`src/rtl/inv_factorial_if.sv`:
```
`default_nettype none
// ============================================================================
//  Module   : inv_factorial_if
//  Purpose  : Request/result bundle for the inverse-factorial evaluator.
//             The master drives a start request with a 32-bit operand; the
//             slave reports busy, a one-cycle done pulse and the result.
//  Signals  : start  - request to evaluate value (master -> slave)
//             value  - 32-bit unsigned operand  (master -> slave)
//             busy   - evaluation in progress   (slave -> master)
//             done   - one-cycle result strobe  (slave -> master)
//             n      - largest k in 1..12 with k! <= value, 0 for value 0
//             exact  - n! equals value exactly
//  Revision : 1.0 - initial release
// ============================================================================
interface inv_factorial_if;
   logic        start;
   logic [31:0] value;
   logic        busy;
   logic        done;
   logic [3:0]  n;
   logic        exact;

   modport master (
      output start,
      output value,
      input  busy,
      input  done,
      input  n,
      input  exact
   );

   modport slave (
      input  start,
      input  value,
      output busy,
      output done,
      output n,
      output exact
   );
endinterface : inv_factorial_if
`default_nettype wire

```
`src/rtl/inv_factorial.sv`:
```
`default_nettype none
// ============================================================================
//  Module   : inv_factorial
//  Purpose  : Iterative inverse factorial. Given a 32-bit operand, finds the
//             largest k in 1..12 whose factorial does not exceed it and flags
//             whether the match is exact. One multiply step per clock.
//  Ports    : clk  - rising-edge clock
//             rst  - asynchronous active-high reset
//             bus  - inv_factorial_if.slave (start/value in,
//                    busy/done/n/exact out)
//  Revision : 1.0 - initial release
// ============================================================================
module inv_factorial (
   input  wire logic        clk,
   input  wire logic        rst,
   inv_factorial_if.slave   bus
);

   // 12! is the largest factorial representable in 32 bits, so the search
   // never needs to go beyond this index.
   localparam logic [3:0] C_I_MAX = 4'd12;

   typedef enum logic [1:0] {
      S_IDLE = 2'd0,
      S_CALC = 2'd1,
      S_DONE = 2'd2
   } state_t;

   state_t      state_q;
   logic [31:0] value_q;   // operand latched on acceptance
   logic [31:0] acc_q;     // i_q! while searching
   logic [3:0]  i_q;       // current candidate index
   logic        busy_q;
   logic        done_q;
   logic [3:0]  n_q;
   logic        exact_q;

   // Candidate next factorial. Kept at 36 bits so that a product past the
   // 32-bit range still compares as "greater than value" instead of wrapping.
   logic [35:0] nxt_d;
   logic        stop_d;

   assign nxt_d  = {4'd0, acc_q} * {32'd0, i_q + 4'd1};
   assign stop_d = (i_q == C_I_MAX) || (nxt_d > {4'd0, value_q});

   always_ff @(posedge clk or posedge rst) begin
      if (rst) begin
         state_q <= S_IDLE;
         value_q <= 32'd0;
         acc_q   <= 32'd1;
         i_q     <= 4'd1;
         busy_q  <= 1'b0;
         done_q  <= 1'b0;
         n_q     <= 4'd0;
         exact_q <= 1'b0;
      end else begin
         // done is a strobe; only the finishing branch raises it.
         done_q <= 1'b0;
         case (state_q)
            S_IDLE: begin
               if (bus.start) begin
                  value_q <= bus.value;
                  acc_q   <= 32'd1;
                  i_q     <= 4'd1;
                  busy_q  <= 1'b1;
                  state_q <= S_CALC;
               end
            end

            S_CALC: begin
               if (value_q == 32'd0) begin
                  n_q     <= 4'd0;
                  exact_q <= 1'b0;
                  busy_q  <= 1'b0;
                  done_q  <= 1'b1;
                  state_q <= S_DONE;
               end else if (stop_d) begin
                  // acc_q holds i_q!, the largest factorial not above value.
                  n_q     <= i_q;
                  exact_q <= (acc_q == value_q);
                  busy_q  <= 1'b0;
                  done_q  <= 1'b1;
                  state_q <= S_DONE;
               end else begin
                  // stop_d is false, so nxt_d fits in 32 bits here.
                  acc_q   <= nxt_d[31:0];
                  i_q     <= i_q + 4'd1;
               end
            end

            S_DONE: begin
               // start is deliberately ignored here; a new request is only
               // taken once back in IDLE.
               state_q <= S_IDLE;
            end

            default: begin
               state_q <= S_IDLE;
               busy_q  <= 1'b0;
            end
         endcase
      end
   end

   assign bus.busy  = busy_q;
   assign bus.done  = done_q;
   assign bus.n     = n_q;
   assign bus.exact = exact_q;

endmodule : inv_factorial
`default_nettype wire

```
`src/flat_wrapper.sv`:
```
// flat-port wrapper written by rule: the top's interface ports become plain ports
module inv_factorial_flat 
  (clk, rst, bus_start, bus_value, bus_busy, bus_done, bus_n, bus_exact);
  inv_factorial_if bus_i ();
  input  wire logic clk;
  input  wire logic rst;
  input wire logic [$bits(bus_i.start)-1:0] bus_start;
  input wire logic [$bits(bus_i.value)-1:0] bus_value;
  output wire logic [$bits(bus_i.busy)-1:0] bus_busy;
  output wire logic [$bits(bus_i.done)-1:0] bus_done;
  output wire logic [$bits(bus_i.n)-1:0] bus_n;
  output wire logic [$bits(bus_i.exact)-1:0] bus_exact;
  assign bus_i.start = bus_start;
  assign bus_i.value = bus_value;
  assign bus_busy = bus_i.busy;
  assign bus_done = bus_i.done;
  assign bus_n = bus_i.n;
  assign bus_exact = bus_i.exact;
  inv_factorial u_core (.clk(clk), .rst(rst), .bus(bus_i));
endmodule
```
`config.mk`:
```
export PLATFORM = sky130hd
export DESIGN_NAME = inv_factorial_flat
export DESIGN_NICKNAME = d
export VERILOG_FILES = /design/src/rtl/inv_factorial_if.sv /design/src/rtl/inv_factorial.sv /design/src/flat_wrapper.sv
export SDC_FILE = /design/constraint.sdc
export NUM_CORES = 1
export LEC_CHECK = 0
export CAP_MARGIN = 20
export CORE_MARGIN = 10
export CORE_UTILIZATION = 34
export DETAILED_ROUTE_END_ITERATION = 8
export GPL_ROUTABILITY_DRIVEN = 0
export GPL_TIMING_DRIVEN = 0
export PLACE_DENSITY = 0.54
export SLEW_MARGIN = 20
export SYNTH_ARGS = -nofsm -noshare
export SYNTH_HDL_FRONTEND = slang
export SYNTH_SLANG_ARGS = --single-unit
```
`constraint.sdc`:
```
create_clock -name clk -period 6.6 [get_ports clk]
set_input_delay 0.99 -clock clk [delete_from_list [all_inputs] [get_ports clk]]
set_output_delay 0.99 -clock clk [all_outputs]
set_load 0.02 [all_outputs]
```
## After elaboration in Yosys (flattened, before gate mapping)

Cells that the tools add are included.

- Input bits: 35
- Flip-flop bits (word level): 77
- Output and inout port bits: 7
- Logic and storage cells: 53

- Add/sub/neg operators: 1
- Eq/ne operators: 8
- Order comparisons: 1
- Reductions and logical operators: 10
- Bitwise operators: 1
- Multipliers: 1
- Muxes and demuxes: 23

Operators by type and width:

| cell | number |
|---|---|
| 2-to-1 mux 32 bit | 3 |
| one-hot mux 32 bit (2 select lines) | 1 |
| > comparator 36 x 32 -> 1 bit | 1 |
| multiplier 32 x 4 -> 36 bit | 1 |
| equality test 32 bit | 1 |
| logical NOT 32 bit | 1 |
| 2-to-1 mux 4 bit | 5 |
| 2-to-1 mux 1 bit | 8 |
| one-hot mux 4 bit (2 select lines) | 1 |
| 2-to-1 mux 2 bit | 3 |
| != test 2 bit, second input constant | 3 |
| AND reduction 2 bit | 3 |
| adder 4 x 1 -> 4 bit, second input constant | 1 |
| equality test 4 bit, second input constant | 1 |
| one-hot mux 2 bit (2 select lines) | 1 |
| AND reduction 4 bit | 1 |
| nonzero test 2 bit | 2 |
| != test 3 x 1 -> 1 bit, second input constant | 1 |
| one-hot mux 1 bit (3 select lines) | 1 |
| AND reduction 3 bit | 1 |
| equality test 2 x 1 -> 1 bit, second input constant | 1 |
| equality test 2 bit, second input constant | 1 |
| logical NOT 2 bit | 1 |
| logical OR 1 bit | 1 |
| inverter 1 bit | 1 |

## Depth between registers and ports, before layout

- Word-level depth: 7
- Mapped depth: 30
- Gate-level depth less buffers: 26

## Worst setup path after synthesis

OpenSTA, ideal clock, no wires.

- Path type: reg2reg
- Start point: register u_core.i_q[0]
- End point: register u_core.acc_q[20]
- Cell stages (with the launch flop): 31
- Setup slack: -654 ps
- Setup time: 118 ps
- Arrival: 7135 ps
- Data required time: 6482 ps
- Path through: dfstp_2 -> inv_2 -> clkbuf_1 -> ha_1 -> clkbuf_1 -> and2_1 -> fa_1 -> inv_1 -> fa_1 -> inv_1 -> ha_1 -> clkbuf_1 -> nand4_1 -> or3_1 -> a211oi_2 -> nor3_1 -> o31ai_1 -> a21o_1 -> a21oi_1 -> xnor2_1 -> ha_1 -> nand4_1 -> or4_1 -> nor4_2 -> nor2_1 -> a311oi_2 -> o311ai_2 -> nor4_4 -> buf_2 -> nor2_1 -> a21o_1

- Word-level cells in the longest chain between the ends: 6

RTL lines:

| item | RTL line | text |
|---|---|---|
| from (decl) | inv_factorial.sv:32 | `logic [3:0] i_q;` |
| from (signal assigned) | inv_factorial.sv:87 | `i_q <= i_q + 4'd1;` |
| adder 4 x 1 -> 4 bit | inv_factorial.sv:43 | `assign nxt_d = {4'd0, acc_q} * {32'd0, i_q + 4'd1};` |
| multiplier 32 x 4 -> 36 bit | inv_factorial.sv:43 |  |
| > comparator 36 x 32 -> 1 bit | inv_factorial.sv:44 | `assign stop_d = (i_q == C_I_MAX) \|\| (nxt_d > {4'd0, value_q});` |
| logical OR 1 bit | inv_factorial.sv:44 |  |
| != test 2 bit (no source line) | - |  |
| AND reduction 4 bit (no source line) | - |  |
| to (signal assigned) | inv_factorial.sv:86 | `acc_q <= nxt_d[31:0];` |
| to (decl) | inv_factorial.sv:31 | `logic [31:0] acc_q;` |

Several ways; a longest one is shown, not always the timed one. The select of a mux whose other input is x is not followed.
A chain may end at the register's enable or synchronous reset.

## Worst setup path after layout

- Start point: register u_core.i_q[0]
- End point: register u_core.exact_q, in the netlist u_core.bus.exact

- Word-level cells in the longest chain between the ends: 6

RTL lines:

| item | RTL line | text |
|---|---|---|
| adder 4 x 1 -> 4 bit | inv_factorial.sv:43 |  |
| multiplier 32 x 4 -> 36 bit | inv_factorial.sv:43 |  |
| > comparator 36 x 32 -> 1 bit | inv_factorial.sv:44 |  |
| logical OR 1 bit * | inv_factorial.sv:44 |  |
| nonzero test 2 bit (no source line) * | - |  |
| AND reduction 2 bit (no source line) * | - |  |
| to (signal assigned) | inv_factorial.sv:80 | `exact_q <= (acc_q == value_q);` |
| to (decl) | inv_factorial.sv:36 | `logic exact_q;` |

Mark *: on every way between the ends. The rest lies on a longest branch, timed or not.

==> reports/results.txt <==
Area growth syn-to-layout -> 28.35%
Min Tclk post-route -> 7.409 ns
Sequential power share -> 18.5%
Clock power frac -> 10.5%
Max-Cap Viols -> 0
Gr usage total -> 17.67%
Crit-path max FO -> 6
Vias in the first global route -> 7,739
Diodes inserted -> 0
Clock Tree Root -> clkbuf_16
Mapped Nets -> 1,228
DR vias -> 7,795
Share of cells above drive strength 1 -> 15.84%
Setup violators final -> 45
Post-place setup slack -> -2.002 ns
Routed length per instance -> 18.74 um
CP max stage delay -> 0.64 ns
Critical Path AT -> 7.63 ns
Width of the die -> 178.5 um
Status -> finished with violations
Fin crit share -> 112.3%
Combinational Power Share -> 70.9%
Crit path capture type -> flip-flop
Post-synthesis sequential area ratio -> 22.59%
Slew headroom -> 47.44%
Post-synthesis cell area -> 8539 um^2
Worst setup SP type -> flip-flop
CTS clk-pin slew, worst paths -> 0.06 ns
Slowest cell on crit path -> dfstp_2
Placed inst area -> 9479 um^2
Number of remaining DRC errors -> 0
Via density per instance -> 5.225
Drt initial violations -> 509
Hold slack -> 0.4935 ns
Power, Total -> 5.268 mW
Max VDD drop -> 0.2945 mV
Chip Height -> 178.5 um
RSZ-0062 raised after global routing -> true
Total clock sinks -> 77
Cell variety after synth -> 62
Critical path required time -> 6.83 ns
Post-synth EDFFs -> 0
Final #Nets -> 1,332
Final Hold Fails -> 0
DPL Wire Length -> 21,980 um
FF-to-FF setup slack -> -0.81 ns
Mux cell area share after synthesis -> 0.1319%
CORE AREA -> 24,530 um^2
CTS tree -> done
Initial Util -> 34.81%
Top FF cell, synth -> dfrtp_1
Final Slew Violations -> 0
Io pins -> 42
Worst path most repeated cell -> buf_6
Highest clock rate -> 0.1350 GHz
Fraction of registers with async set/reset -> 100.0%
Final Routed Wirelength -> 27,970 um
Net Switching -> 2.610 mW
Antenna Violating Nets Remaining -> 0
Total CTS buffers -> 9
P_int -> 2.658 mW
Synth Area in XOR/XNOR -> 6.256%
Switching Share -> 49.55%
TNS Setup -> -33.62 ns
Clk_lat worst skew -> 0.34 ns
Initial antenna violation count -> 0
Post-synthesis simple-gate area fraction -> 21.23%
Leakage -> 5.215 nW
First-pass GRT wire length -> 43,740 um
Largest family of logic cells by synthesized area -> adder cells
Area fraction in compound gates after synthesis -> 16.06%
Yosys warns -> 0
Layout Skew -> 0.007721 ns
Pwr Density -> 480.6 nW/um^2
Final instance area -> 10,960 um^2
Die area -> 31,860 um^2
Mapped Cells -> 1,059
Worst-margin pin slew -> 0.7884 ns
Worst setup margin -> -0.8087 ns
Largest net degree at the start of global routing -> 41
Synthesized-area fraction occupied by adder cells -> 24.91%
FP Rows -> 57
Register bit total from synthesis -> 77
Failing checks -> setup timing
I/O Buffers -> 41
GR Overflow Total -> 0
Clock buffer depth -> 2
Hold Crit Class -> flip-flop to flip-flop
1st-pass router iterations -> 5
Max H-tree Level -> 3
Syn_area_per_cell -> 8.064 um^2
Critical path class -> flip-flop to flip-flop
Hold buffer count at CTS -> 0
==> final timing paths <==
path                                           end  cells after the start               from
max in group asynchronous            u_core.i_q[0]                      3                rst
worst max-delay path              u_core.bus.exact                     33      u_core.i_q[0]
worst min-delay path               u_core.bus.busy                      1  u_core.state_q[0]
worst max register to register    u_core.bus.exact                     33      u_core.i_q[0]
worst min register to register     u_core.bus.busy                      1  u_core.state_q[0]
min in group asynchronous       u_core.value_q[29]                      2                rst
==> Yosys cell counts, types with 2 or more instances <==
cell type    n  share of area [%]
a21boi_0     2               0.18
nand4_1     16                1.2
ha_1        74                 11
inv_1      157                6.9
a211oi_1     5               0.44
clkbuf_1    32                1.4
nand4b_1     2               0.21
xor2_1      40                4.1
o21ai_0     81                4.7
and3_1       6               0.44
o211a_1      2               0.23
nor4_1      17                1.2
dfstp_2      2               0.62
a22oi_1      2               0.18
a21o_1      18                1.6
a31oi_1      2               0.15
nor3b_1      2               0.18
o211ai_1     6               0.53
or4_1        4               0.35
nor2_1      30                1.3
o31ai_1      4               0.35
a221oi_1     3               0.31
o2111ai_1    2               0.21
nand2_1    173                7.6
buf_2        8               0.47
a41oi_1      2               0.21
a21oi_1     55                3.2
dfrtp_1     75                 22
nand3_1      7               0.41
and2_1      78                5.7
nor2b_1     11               0.81
o21bai_1     3               0.26
nand2b_1     5               0.37
nor3_1      10               0.59
and4_1       2               0.21
o21a_1      11               0.97
xnor2_1     21                2.2
a311o_1      2               0.23
o221ai_1     2               0.21
o2bb2ai_1    4               0.41
fa_1        60                 14
==> cells by family after synthesis <==
group | count (synthesis)
XOR/XNOR | 61
multiplexers | 1
buffers and inverters | 198
AND/OR/NAND/NOR | 368
AO/OA/AOI/OAI | 220
adder cells (fa/ha/maj) | 134
flip-flops | 77
==> power groups by stage <==
stage | clock [mW] | combinational, mW | sequential [mW]
2_1_floorplan | 0 | 1.95 | 0.857
3_3_place_gp | 0 | 2.78 | 0.959
3_5_place_dp | 0 | 2.81 | 0.958
4_1_cts | 0.559 | 3.48 | 0.960
5_1_grt | 0.583 | 4.07 | 0.996
6_report | 0.555 | 3.74 | 0.975
==> layer usage <==
layer | wire length, um | vias to the layer above | track usage, % | part of all wire, %
met1 | 12910 | 3896 | 24.32 | 46
met2 | 13250 | 171 | 28.51 | 47
met3 | 1153 | 33 | 2.304 | 4.1
met4 | 648 | 0 | 4.719 | 2.3
met5 | 0 | - | 0 | 0
li1 | - | 3695 | - | -
==> critical path, delay by kind of cell, from the launching register on <==
kind	cells	cell delay, ns
buf+inv	10	1.28
simple gates	10	1.84
fa+ha+maj	5	1.89
xor+xnor	1	0.18
compound gates	7	1.42
flops	1	0.64
==> sequential cells by signal, indices dropped and copies added (netlist names) <==
name	count
u_core.acc_q	32
u_core.bus.busy	1
u_core.bus.done	1
u_core.bus.exact	1
u_core.bus.n	4
u_core.i_q	4
u_core.state_q	2
u_core.value_q	32
==> what timing repair did <==
| action | CTS | global route |
|---|---|---|
| gates resized for setup | 117 | 39 |
| endpoints found under the setup margin | 45 | 45 |
| pin swaps | 47 | 27 |
| cloned | 3 | 0 |
| setup buffers | 37 | 13 |
| endpoints found under the hold margin | 0 | 0 |
==> cell type report <==
cell class	count	area, um^2
fill	2499	13570
inverter	158	598.1
timing repair buffer	95	890.9
buffer	38	366.6
clock buffer	12	256.5
sequential	77	1931
multi-input combinational	784	6442
tap	324	405.4
clock inverter	4	70.07
==> cells in the final DEF (no fill, tap or decap), types with 7 or more instances in the layout <==
cell             synthesis  final
o21ai_0                 81     77
ha_1                    74     61
nor2_1                  30     24
a21oi_1                 55     45
xor2_1                  40     37
clkdlybuf4s50_1          0     41
a21oi_2                  0      7
clkbuf_8                 0     14
buf_6                    0     12
nand2_1                173    170
a21o_1                  18     18
ha_4                     0     11
nand4_1                 16     16
clkbuf_16                0     11
dfrtp_1                 75     74
and2_1                  78     73
o21a_1                  11     11
buf_4                    0     42
inv_1                  157    150
nor2b_1                 11     11
nor4_1                  17     17
clkbuf_1                32     14
fa_1                    60     59
xnor2_1                 21     15
==> stage by stage <==
stage	std cells	util (%)
final	1492	44.68
after CTS	1479	43.46
after detailed placement	1425	38.64
after global placement	1424	38.55
after floorplan	1059	-
after global routing	1492	44.68
(Power assumes the default switching activity.)
